File: src/rtl/stream_mux_n.sv
// N-input registered stream selector with valid/ready handshakes.
// Fixed (sel-driven) or round-robin source selection; reports the supplying channel.
module stream_mux_n #(
    parameter int WIDTH   = 32,
    parameter int N       = 4,
    parameter int RR_MODE = 0,
    parameter int SEL_W   = (N > 1) ? $clog2(N) : 1
) (
    input  logic               clk,
    input  logic               rst,
    input  logic [N*WIDTH-1:0] in_data,
    input  logic [N-1:0]       in_valid,
    output logic [N-1:0]       in_ready,
    input  logic [SEL_W-1:0]   sel,
    output logic [WIDTH-1:0]   out_data,
    output logic               out_valid,
    input  logic               out_ready,
    output logic [SEL_W-1:0]   out_chan
);

    localparam int PTR_W = (N > 1) ? $clog2(N) : 1;

    logic [WIDTH-1:0] chan_data [N];
    logic [N-1:0]     grant;
    logic [SEL_W-1:0] grant_idx;
    logic [WIDTH-1:0] sel_data;
    logic             en;
    logic             xfer;

    logic [WIDTH-1:0] out_data_reg;
    logic             out_valid_reg;
    logic [SEL_W-1:0] out_chan_reg;
    logic [PTR_W-1:0] ptr_reg;
    logic [PTR_W-1:0] ptr_next;

    assign en = !out_valid_reg || out_ready;

    genvar gi;
    generate
        for (gi = 0; gi < N; gi++) begin : g_chan
            assign chan_data[gi] = in_data[gi*WIDTH +: WIDTH];
            assign in_ready[gi]  = grant[gi] & en;
        end
    endgenerate

    // Fixed mode: out-of-range sel grants nothing. Round-robin: first valid from ptr upward, wrapping.
    always_comb begin : grant_logic
        int  scan_idx;
        logic found;
        grant     = '0;
        grant_idx = '0;
        found     = 1'b0;
        scan_idx  = 0;
        if (RR_MODE == 0) begin
            for (int i = 0; i < N; i++) begin
                if (sel == SEL_W'(i)) begin
                    grant[i]  = 1'b1;
                    grant_idx = SEL_W'(i);
                end
            end
        end else begin
            for (int o = 0; o < N; o++) begin
                scan_idx = (int'(ptr_reg) + o) % N;
                if (!found && in_valid[scan_idx]) begin
                    found           = 1'b1;
                    grant[scan_idx] = 1'b1;
                    grant_idx       = SEL_W'(scan_idx);
                end
            end
        end
    end

    always_comb begin
        sel_data = '0;
        for (int i = 0; i < N; i++) begin
            if (grant[i]) begin
                sel_data = chan_data[i];
            end
        end
    end

    assign xfer = |(in_valid & in_ready);

    always_comb begin
        ptr_next = ptr_reg;
        if (xfer) begin
            if (grant_idx == SEL_W'(N - 1)) begin
                ptr_next = '0;
            end else begin
                ptr_next = PTR_W'(grant_idx) + PTR_W'(1);
            end
        end
    end

    always_ff @(posedge clk or negedge rst) begin
        if (!rst) begin
            out_data_reg  <= '0;
            out_valid_reg <= 1'b0;
            out_chan_reg  <= '0;
            ptr_reg       <= '0;
        end else begin
            ptr_reg <= ptr_next;
            if (en) begin
                if (xfer) begin
                    out_data_reg  <= sel_data;
                    out_chan_reg  <= grant_idx;
                    out_valid_reg <= 1'b1;
                end else begin
                    out_valid_reg <= 1'b0;
                end
            end
        end
    end

    assign out_data  = out_data_reg;
    assign out_valid = out_valid_reg;
    assign out_chan  = out_chan_reg;

endmodule
File: config.mk
export PLATFORM = sky130hd
export DESIGN_NAME = stream_mux_n
export DESIGN_NICKNAME = d
export VERILOG_FILES = /design/src/rtl/stream_mux_n.sv
export SDC_FILE = /design/constraint.sdc
export NUM_CORES = 1
export LEC_CHECK = 0
export CORE_MARGIN = 3
export CORE_UTILIZATION = 36
export DETAILED_ROUTE_END_ITERATION = 8
export PLACE_DENSITY = 0.87
export SLEW_MARGIN = 10
export SYNTH_ARGS = -nofsm -noshare
export SYNTH_HDL_FRONTEND = slang
export SYNTH_SLANG_ARGS = --single-unit
export TNS_END_PERCENT = 30
File: constraint.sdc
create_clock -name clk -period 4.55 [get_ports clk]
set_clock_uncertainty 0.05 [all_clocks]
set_input_delay 0.91 -clock clk [delete_from_list [all_inputs] [get_ports clk]]
set_output_delay 0.91 -clock clk [all_outputs]
set_load 0.03 [all_outputs]
==> flow_metrics.py, run 1 <==
metrics = {
    "timing": {
        "drv_slew": 0,
        "min_period_ns": 3.505,
        "worst_pin_slew_ns": 0.7673,
        "setup_tns_ns": 0,
        "fmax_mhz": 285.3,
        "timing.hold.ws_ns": 0.4396,
        "fin_crit_sh_pct": 77.02,
        "hold_viol": 0,
        "setup_viol_count_final": 0,
        "slew_headroom_pct": 48.85,
        "rsz0062_at_grt": "false",
    },
    "floorplan": {
        "core_area_sq_um": 5675,
        "die_y_microns": 83.79,
        "fp-row-count": 27,
        "ioPinCount": 176,
        "dieWidth_microns": 83.79,
        "start_util_pct": 38.38,
        "die_area_sq_um": 7020,
    },
    "global_routing": {
        "grt-ovfl-total": 0,
        "grt_start_max_net_pins": 36,
        "track_usage_pct": 20.84,
        "grt_antenna_before_repair": 0,
        "grt_pass1_wl_microns": 11520,
        "grt_pass1_vias": 2255,
    },
    "worst_setup_path": {
        "rr_worst_depth": 5,
        "rr_startpoint": "out_valid",
        "cp_slowest_cell": "clkdlybuf4s50_1",
        "r2r_setup_slack_ns": 2.36,
        "crit_path_start_kind": "input port",
        "path_cells": "buf_2 -> buf_4 -> nor2_1 -> clkdlybuf4s50_1",
        "arrival_ns": 2.54,
        "path_max_fanout": 20,
        "crit_start": "sel[0]",
        "r2r_end": "out_data[15]",
        "critical_path.max_stage_delay_ns": 0.60,
        "cp.required_ns": 3.59,
        "worstSetupEndpointType": "output pin",
        "critPathKind": "input port to output pin",
    },
    "power_and_ir_drop": {
        "powerDensity_nw_per_um2": 324.2,
        "max-vdd-ir-drop_mv": 0.1422,
        "p_leak_uw": 0.001537,
    },
    "synth": {
        "yosys.cell_types.count": 21,
        "synth_warnings": 0,
        "synth_area_leaders": "dfrtp_1, mux4_2, mux2_2, buf_6, mux2_1",
        "yosys.area.top_type": "dfrtp_1",
        "syn_inst": 126,
        "ys_seq_elements": 35,
        "synth_area_sq_um": 2178,
        "ys_seq_area_share_pct": 40.21,
        "netlist.area_leader.share_pct": 40.21,
        "syn-num-nets": 263,
        "synth_area_per_cell_sq_um": 17.29,
    },
    "placed_design": {
        "place_hpwl_microns": 5789,
        "gp_congestion": 0.7778,
        "io_buffers": 175,
    },
    "clock_tree": {
        "cts_setup_buffers": 0,
        "clk_pin_slew_ns": 0.06,
        "cts.sinks": 35,
        "clock_latency_ns": 0.27,
        "clockRootBuffer": "clkbuf_8",
        "hold_buffers": 0,
        "cts_tree": "yes",
        "ctsResizeCount": 0,
        "cts_buffer_depth": 2,
        "h-tree-depth": 2,
        "numCtsBuffers": 5,
    },
    "route": {
        "antenna_left": 0,
        "routed_wl_microns": 6961,
        "drtIter0Drc": 41,
        "vias_per_cell": 5.142,
        "vias": 1918,
        "drtPass1Iterations": 2,
        "routedWlPerCell_microns": 18.66,
        "route.detailed.drc": 0,
    },
    "finish": {
        "nNetsFinal": 437,
        "largest_reg_flops": 32,
        "final_common_cell": "clkdlybuf4s50_1",
        "areaGrowthSynthToFinish_pct": 84.15,
        "antenna_cells": 0,
        "drive_gt1_share_pct": 25.25,
        "layout_common_cells": "clkdlybuf4s50_1, dfrtp_1, mux4_2",
    },
    "run": {
        "timing.max_cap.violations": 0,
    },
    "hold_path": {
        "whs_endpoint": "out_chan[0]",
        "hold_path_startpoint": "out_chan[0]",
        "holdPathStages": 1,
        "min_path_type": "flop to flop",
    },
    "outcome": {
        "status": "complete, no violations",
    },
}
routing by layer:
metal  GRT usage (%)  up-vias  routed length [microns]
met5               0        -                        0
met1           21.23      934                     2245
met4           6.725        0                      135
met2           38.47      119                     3786
met3           8.391       10                      793
li1                -      855                        -
worst max path at each step:
stage / endpoint / slack (ns) / depth (start not counted)
after global routing: in_ready[2] / 0.88 / 4
after global placement: in_ready[2] / 1.00 / 4
after CTS: in_ready[2] / 0.97 / 4
after detailed placement: in_ready[2] / 0.97 / 4
final: in_ready[2] / 1.05 / 4
after floorplan: in_ready[1] / 1.53 / 3
critical path: cells and delay by family:
kind | cells | cell delay, ns
and+or+nand+nor | 1 | 0.09
buffers and inverters | 3 | 1.52
logic make-up (layout without fill, tap and decap cells):
group / Yosys count / in the layout / synth area share, %
compound gates: 2 / 2 / 1.206
buf+inv: 12 / 187 / 4.652
flops: 35 / 35 / 40.21
mux: 67 / 67 / 51.29
simple gates: 10 / 10 / 2.642
where the power goes:
group	internal, uW	switching [uW]	total, uW	leakage, uW
sequential	393	42.1	435	0.000409
clock	107	101	208	0.0000422
combinational	356	302	657	0.00109
total	856	444	1300	0.00154
area by class of cell:
type / count / area [sq um]
clock inverters: 1 / 5.005
well taps: 72 / 90.09
multi-input cells: 79 / 1201
clock buffers: 7 / 76.32
fillers: 425 / 1664
flip-flops and latches: 35 / 875.8
inverters: 1 / 3.754
repair buffers: 178 / 1759
Yosys cell counts (all sizes together):
cell	instances
mux2i	1
nand2	2
nor2b	1
nor3b	1
nand3	1
mux4	32
nand2b	1
o21ai	1
and3	1
a31oi	1
mux2	34
inv	1
nor2	1
dfrtp	35
nor3	2
buf	11
through the flow:
step	setup WS [ns]	cell area (sq um)	power [uW]	util (%)	cells
5_1_grt	0.8776	4011	1371	70.68	373
3_3_place_gp	1.001	3930	1088	69.25	365
2_1_floorplan	1.532	2178	777.6	-	126
6_report	1.045	4011	1301	70.68	373
4_1_cts	0.9727	4011	1320	70.68	373
3_5_place_dp	0.9727	3930	1105	69.25	365
No activity file was read; power rests on OpenSTA's default activity.
==> run 2: changes to the inputs <==
Settings changed: CORE_UTILIZATION 36 to 33, PLACE_DENSITY 0.87 to 0.81.
Clock period 4.55 ns to 3.45 ns, I/O delays scaled along.
==> run 2 against run 1 <==
Critical path depth is 1 higher. Setup slack got worse by 0.61 ns. Sequential cell count did not move. Wire length shrank 4.2%. Sequential power is 31% higher. Clock-buffer cell count decreased by 1. First-iteration DRC count increased by 59%. Highest routed layer unchanged. Largest cell class unchanged. Core utilization is 4.5 points lower. Cell count is 1.3% higher.
==> flow_metrics.py, run 2 (synthesis gave the netlist of run 1 again) <==
metrics = {
    "worst_setup_path": {
        "crit_path_start_kind": "input port",
        "critPathKind": "input port to output pin",
        "worstSetupEndpointType": "output pin",
        "path_max_fanout": 5,
        "arrival_ns": 2.28,
        "cp.required_ns": 2.71,
    },
    "global_routing": {
        "grt_pass1_vias": 2149,
        "busiest_layer": "met2",
        "track_usage_pct": 17.79,
        "gr-usage-met2_pct": 33.56,
        "grt_pass1_wl_microns": 10210,
        "grt_antenna_before_repair": 0,
        "grt_start_max_net_pins": 36,
        "grt_util_met1_pct": 17.40,
        "grtUsageMet3_pct": 8.231,
        "grt-ovfl-total": 0,
    },
    "route": {
        "drtIter0Drc": 65,
        "antenna_left": 0,
        "vias": 1908,
        "route.detailed.drc": 0,
        "routedWlPerCell_microns": 17.64,
        "drtPass1Iterations": 4,
        "vias_per_cell": 5.048,
        "routed_wl_microns": 6667,
    },
    "floorplan": {
        "die_area_sq_um": 7612,
        "core_area_sq_um": 6166,
        "ioPinCount": 176,
        "start_util_pct": 35.33,
        "die_y_microns": 87.25,
        "fp-row-count": 28,
        "dieWidth_microns": 87.25,
    },
    "power_and_ir_drop": {
        "p_leak_uw": 0.001570,
        "p_sw_uw": 586.6,
        "p_comb_share_pct": 46.5,
        "powerDensity_nw_per_um2": 457.0,
        "p_seq_share_pct": 30.6,
        "max-vdd-ir-drop_mv": 0.2989,
        "clkPwrFrac_pct": 22.9,
        "switching_share_pct": 31.45,
        "p_int_uw": 1279,
    },
    "placed_design": {
        "gp_congestion": 0.7114,
        "placed_area_sq_um": 3949,
        "io_buffers": 175,
        "place_hpwl_microns": 5624,
        "post-place-ws_ns": 0.4321,
    },
    "clock_tree": {
        "numCtsBuffers": 5,
        "clock_latency_ns": 0.27,
        "cts_tree": "yes",
        "ctsResizeCount": 0,
        "cts_setup_buffers": 0,
        "clockRootBuffer": "clkbuf_8",
        "cts_buffer_depth": 2,
        "clk_pin_slew_ns": 0.07,
        "h-tree-depth": 2,
        "cts.sinks": 35,
        "hold_buffers": 0,
    },
    "finish": {
        "largest_reg_flops": 32,
        "nNetsFinal": 439,
        "utilization_pct": 66.19,
        "areaGrowthSynthToFinish_pct": 87.36,
        "drive_gt1_share_pct": 26.07,
        "design_area_sq_um": 4081,
        "layout_common_cells": "clkdlybuf4s50_1, dfrtp_1, mux4_2",
        "final_common_cell": "clkdlybuf4s50_1",
        "antenna_cells": 0,
    },
    "outcome": {
        "status": "complete, no violations",
    },
    "timing": {
        "fmax_mhz": 331.7,
        "slew_headroom_pct": 47.48,
        "setup_viol_count_final": 0,
        "hold_viol": 0,
        "setup_ws_ns": 0.4349,
        "setup_tns_ns": 0,
        "min_period_ns": 3.015,
        "rsz0062_at_grt": "false",
        "worst_pin_slew_ns": 0.7877,
        "timing.hold.ws_ns": 0.4401,
        "fin_crit_sh_pct": 87.39,
        "drv_slew": 0,
    },
    "hold_path": {
        "min_path_type": "input port to async pin",
    },
    "run": {
        "timing.max_cap.violations": 0,
    },
}
==> run 2: cell types whose count changed in the layout (fill, tap and decap cells not counted), sizes merged <==
cell,previous run,this run
bufinv,0,2
buf,6,8
clkinv,1,0
clkbuf,7,6
==> run 2: final cells by class <==
type / instances / area, sq um
multi-input cells: 79 / 1201
inverters: 1 / 3.754
repair buffers: 180 / 1774
well taps: 75 / 93.84
clock buffers: 6 / 72.57
fillers: 501 / 2085
clock inverters: 2 / 60.06
flip-flops and latches: 35 / 875.8
==> run 2: worst paths after layout <==
kind	cells past startpoint	to	slack, ns	from
max in group asynchronous	1	out_valid	2.41	rst
worst max register to register	5	out_data[10]	1.73	out_valid
worst min-delay path	1	out_data[1]	0.44	rst
worst max-delay path	5	in_ready[2]	0.43	out_ready
worst min register to register	1	out_chan[0]	0.45	out_chan[0]
min in group clk	1	out_chan[0]	0.45	out_chan[0]
==> run 2: per-layer routing <==
layer / vias to the layer above / part of all wire (%)
li1: 862 / -
met1: 914 / 31
met2: 128 / 53
met3: 4 / 15
met4: 0 / 0.69
met5: - / 0
==> run 2: power by group through the flow <==
stage / combinational [uW] / clock [uW] / sequential, uW
5_1_grt: 916 / 470 / 586
3_3_place_gp: 865 / 0 / 572
4_1_cts: 880 / 445 / 573
2_1_floorplan: 229 / 0 / 796
6_report: 867 / 428 / 571
3_5_place_dp: 878 / 0 / 580
==> run 2: per-stage QoR <==
stage / instances / power [uW]
6_report: 378 / 1865
5_1_grt: 378 / 1972
4_1_cts: 378 / 1897
3_5_place_dp: 370 / 1458
3_3_place_gp: 370 / 1437
2_1_floorplan: 126 / 1025
==> run 2: critical path, cell delays in order <==
cell	delay [ns]
clkdlybuf4s50_1	0.48
nand2b_1	0.23
nand2_1	0.09
nor2_1	0.11
clkdlybuf4s50_1	0.67
==> run 3: changes to the inputs <==
Settings changed: SKIP_LAST_GASP set to 1.
Clock period 3.45 ns to 3.18 ns, I/O delays scaled along.
==> run 3 against run 2 <==
Global-route usage shrank 0.40 points. Clock power shrank 29%. Via count shrank 0.47%. Design area shrank 0.98%. Highest routed layer unchanged. Sequential share of layout area grew 0.21 points. Register-to-register slack lost 0.30 ns. Wire length shrank 0.51%. Total power grew 0.20%. Clock-buffer cell count is the same. Core utilization shrank 0.65 points.
==> flow_metrics.py, run 3 (synthesis gave the netlist of run 1 again) <==
metrics = {
    "outcome": {
        "status": "complete, no violations",
    },
    "worst_setup_path": {
        "crit_path_start_kind": "input port",
        "critical_path.max_stage_delay_ns": 0.67,
        "critPathKind": "input port to output pin",
        "path_cells": "clkdlybuf4s50_1 -> nand2b_1 -> and3_1 -> clkdlybuf4s50_1",
        "cp_common_cell": "clkdlybuf4s50_1",
        "worstSetupEndpointType": "output pin",
        "worst-path-buf-inv": 2,
        "path_max_fanout": 5,
        "arrival_ns": 2.19,
        "r2r_end": "out_data[28]",
        "cp.required_ns": 2.49,
        "r2r_setup_slack_ns": 1.43,
        "rr_startpoint": "out_valid",
        "cp_top_family": "buffers and inverters",
        "rr_worst_depth": 5,
        "cp_slowest_cell": "clkdlybuf4s50_1",
    },
    "clock_tree": {
        "clock_latency_ns": 0.28,
        "ctsResizeCount": 0,
        "numCtsBuffers": 5,
        "cts.sinks": 35,
        "cts_buffer_depth": 2,
        "clk_pin_slew_ns": 0.07,
        "cts_setup_buffers": 0,
        "clockRootBuffer": "clkbuf_8",
        "hold_buffers": 0,
        "cts_tree": "yes",
        "h-tree-depth": 2,
    },
    "global_routing": {
        "busiest_layer": "met2",
        "grt_util_met1_pct": 17.58,
        "grt_pass1_vias": 2057,
        "track_usage_pct": 17.39,
        "grt_pass1_wl_microns": 10010,
        "grt-ovfl-total": 0,
        "gr-usage-met2_pct": 32.12,
        "grt_start_max_net_pins": 36,
        "grt_antenna_before_repair": 0,
        "grtUsageMet3_pct": 7.001,
    },
    "finish": {
        "fillers": 492,
        "areaGrowthSynthToFinish_pct": 85.53,
        "layout_common_cells": "clkdlybuf4s50_1, dfrtp_1, mux4_2",
        "final_common_cell": "clkdlybuf4s50_1",
        "drive_gt1_share_pct": 26.32,
        "largest_reg_flops": 32,
        "antenna_cells": 0,
        "nNetsFinal": 440,
    },
    "timing": {
        "worst_pin_slew_ns": 0.7473,
        "fmax_mhz": 347.8,
        "slew_headroom_pct": 50.18,
        "setup_tns_ns": 0,
        "setup_viol_count_final": 0,
        "min_period_ns": 2.875,
        "rsz0062_at_grt": "false",
        "fin_crit_sh_pct": 90.40,
        "drv_slew": 0,
        "hold_viol": 0,
    },
    "floorplan": {
        "start_util_pct": 35.33,
        "core_area_sq_um": 6166,
        "fp-row-count": 28,
        "die_y_microns": 87.25,
        "ioPinCount": 176,
        "die_area_sq_um": 7612,
        "dieWidth_microns": 87.25,
    },
    "route": {
        "vias_per_cell": 5.011,
        "routedWlPerCell_microns": 17.50,
        "routed_wl_microns": 6633,
        "drtPass1Iterations": 3,
        "antenna_left": 0,
        "vias": 1899,
        "route.detailed.drc": 0,
        "drtIter0Drc": 37,
    },
    "run": {
        "timing.max_cap.violations": 0,
    },
    "power_and_ir_drop": {
        "total_power_uw": 1869,
        "powerDensity_nw_per_um2": 462.4,
        "max-vdd-ir-drop_mv": 0.2730,
        "p_leak_uw": 0.001550,
    },
    "placed_design": {
        "gp_congestion": 0.6941,
        "place_hpwl_microns": 5636,
        "io_buffers": 175,
    },
    "hold_path": {
        "min_path_type": "input port to async pin",
    },
}
## run 3: per-layer routing
| layer | wire length (microns) | vias up |
|---|---|---|
| met4 | 87 | 0 |
| met3 | 930 | 8 |
| li1 | - | 862 |
| met5 | 0 | - |
| met2 | 3421 | 126 |
| met1 | 2195 | 903 |
## run 3: worst max path at each step
stage	start	endpoint	slack [ns]	cells past startpoint
finish	out_ready	in_ready[3]	0.31	4
global route	out_ready	in_ready[2]	0.25	5
CTS	out_ready	in_ready[3]	0.30	4
detailed placement	out_ready	in_ready[3]	0.31	4
global placement	out_ready	in_ready[2]	0.33	5
floorplan	sel[1]	in_ready[1]	0.71	3
## run 3: power by group
part	switching (uW)	internal, uW
logic	430	512
registers	58.1	563
clock network	154	153
total	642	1230
## run 3: stage by stage
stage | hold WS [ns] | worst slack, ns | instance area [sq um] | util, % | std cells
CTS | 0.3989 | 0.3026 | 4041 | 65.54 | 379
global route | 0.4273 | 0.2527 | 4041 | 65.54 | 379
detailed placement | 0.4335 | 0.3104 | 3956 | 64.16 | 371
floorplan | 0.2904 | 0.7103 | 2178 | - | 126
finish | 0.3664 | 0.3051 | 4041 | 65.54 | 379
global placement | 0.4232 | 0.3283 | 3956 | 64.16 | 371
## run 3: worst reg2reg max path, delay by kind of cell (launching register included)
kind	cells	cell delay [ns]
mux	1	0.38
simple gates	2	0.38
buf+inv	1	0.29
flops	1	0.39
compound gates	1	0.15
## run 3: area by class of cell
cell class                 count  area [sq um]  share of cell area, %
clock buffer                   6         72.57                  1.796
sequential                    35         875.8                  21.67
inverter                       1         3.754                0.09288
tap                           75         93.84                  2.322
clock inverter                 2         12.51                 0.3096
timing repair buffer         181          1782                  44.09
multi-input combinational     79          1201                  29.72
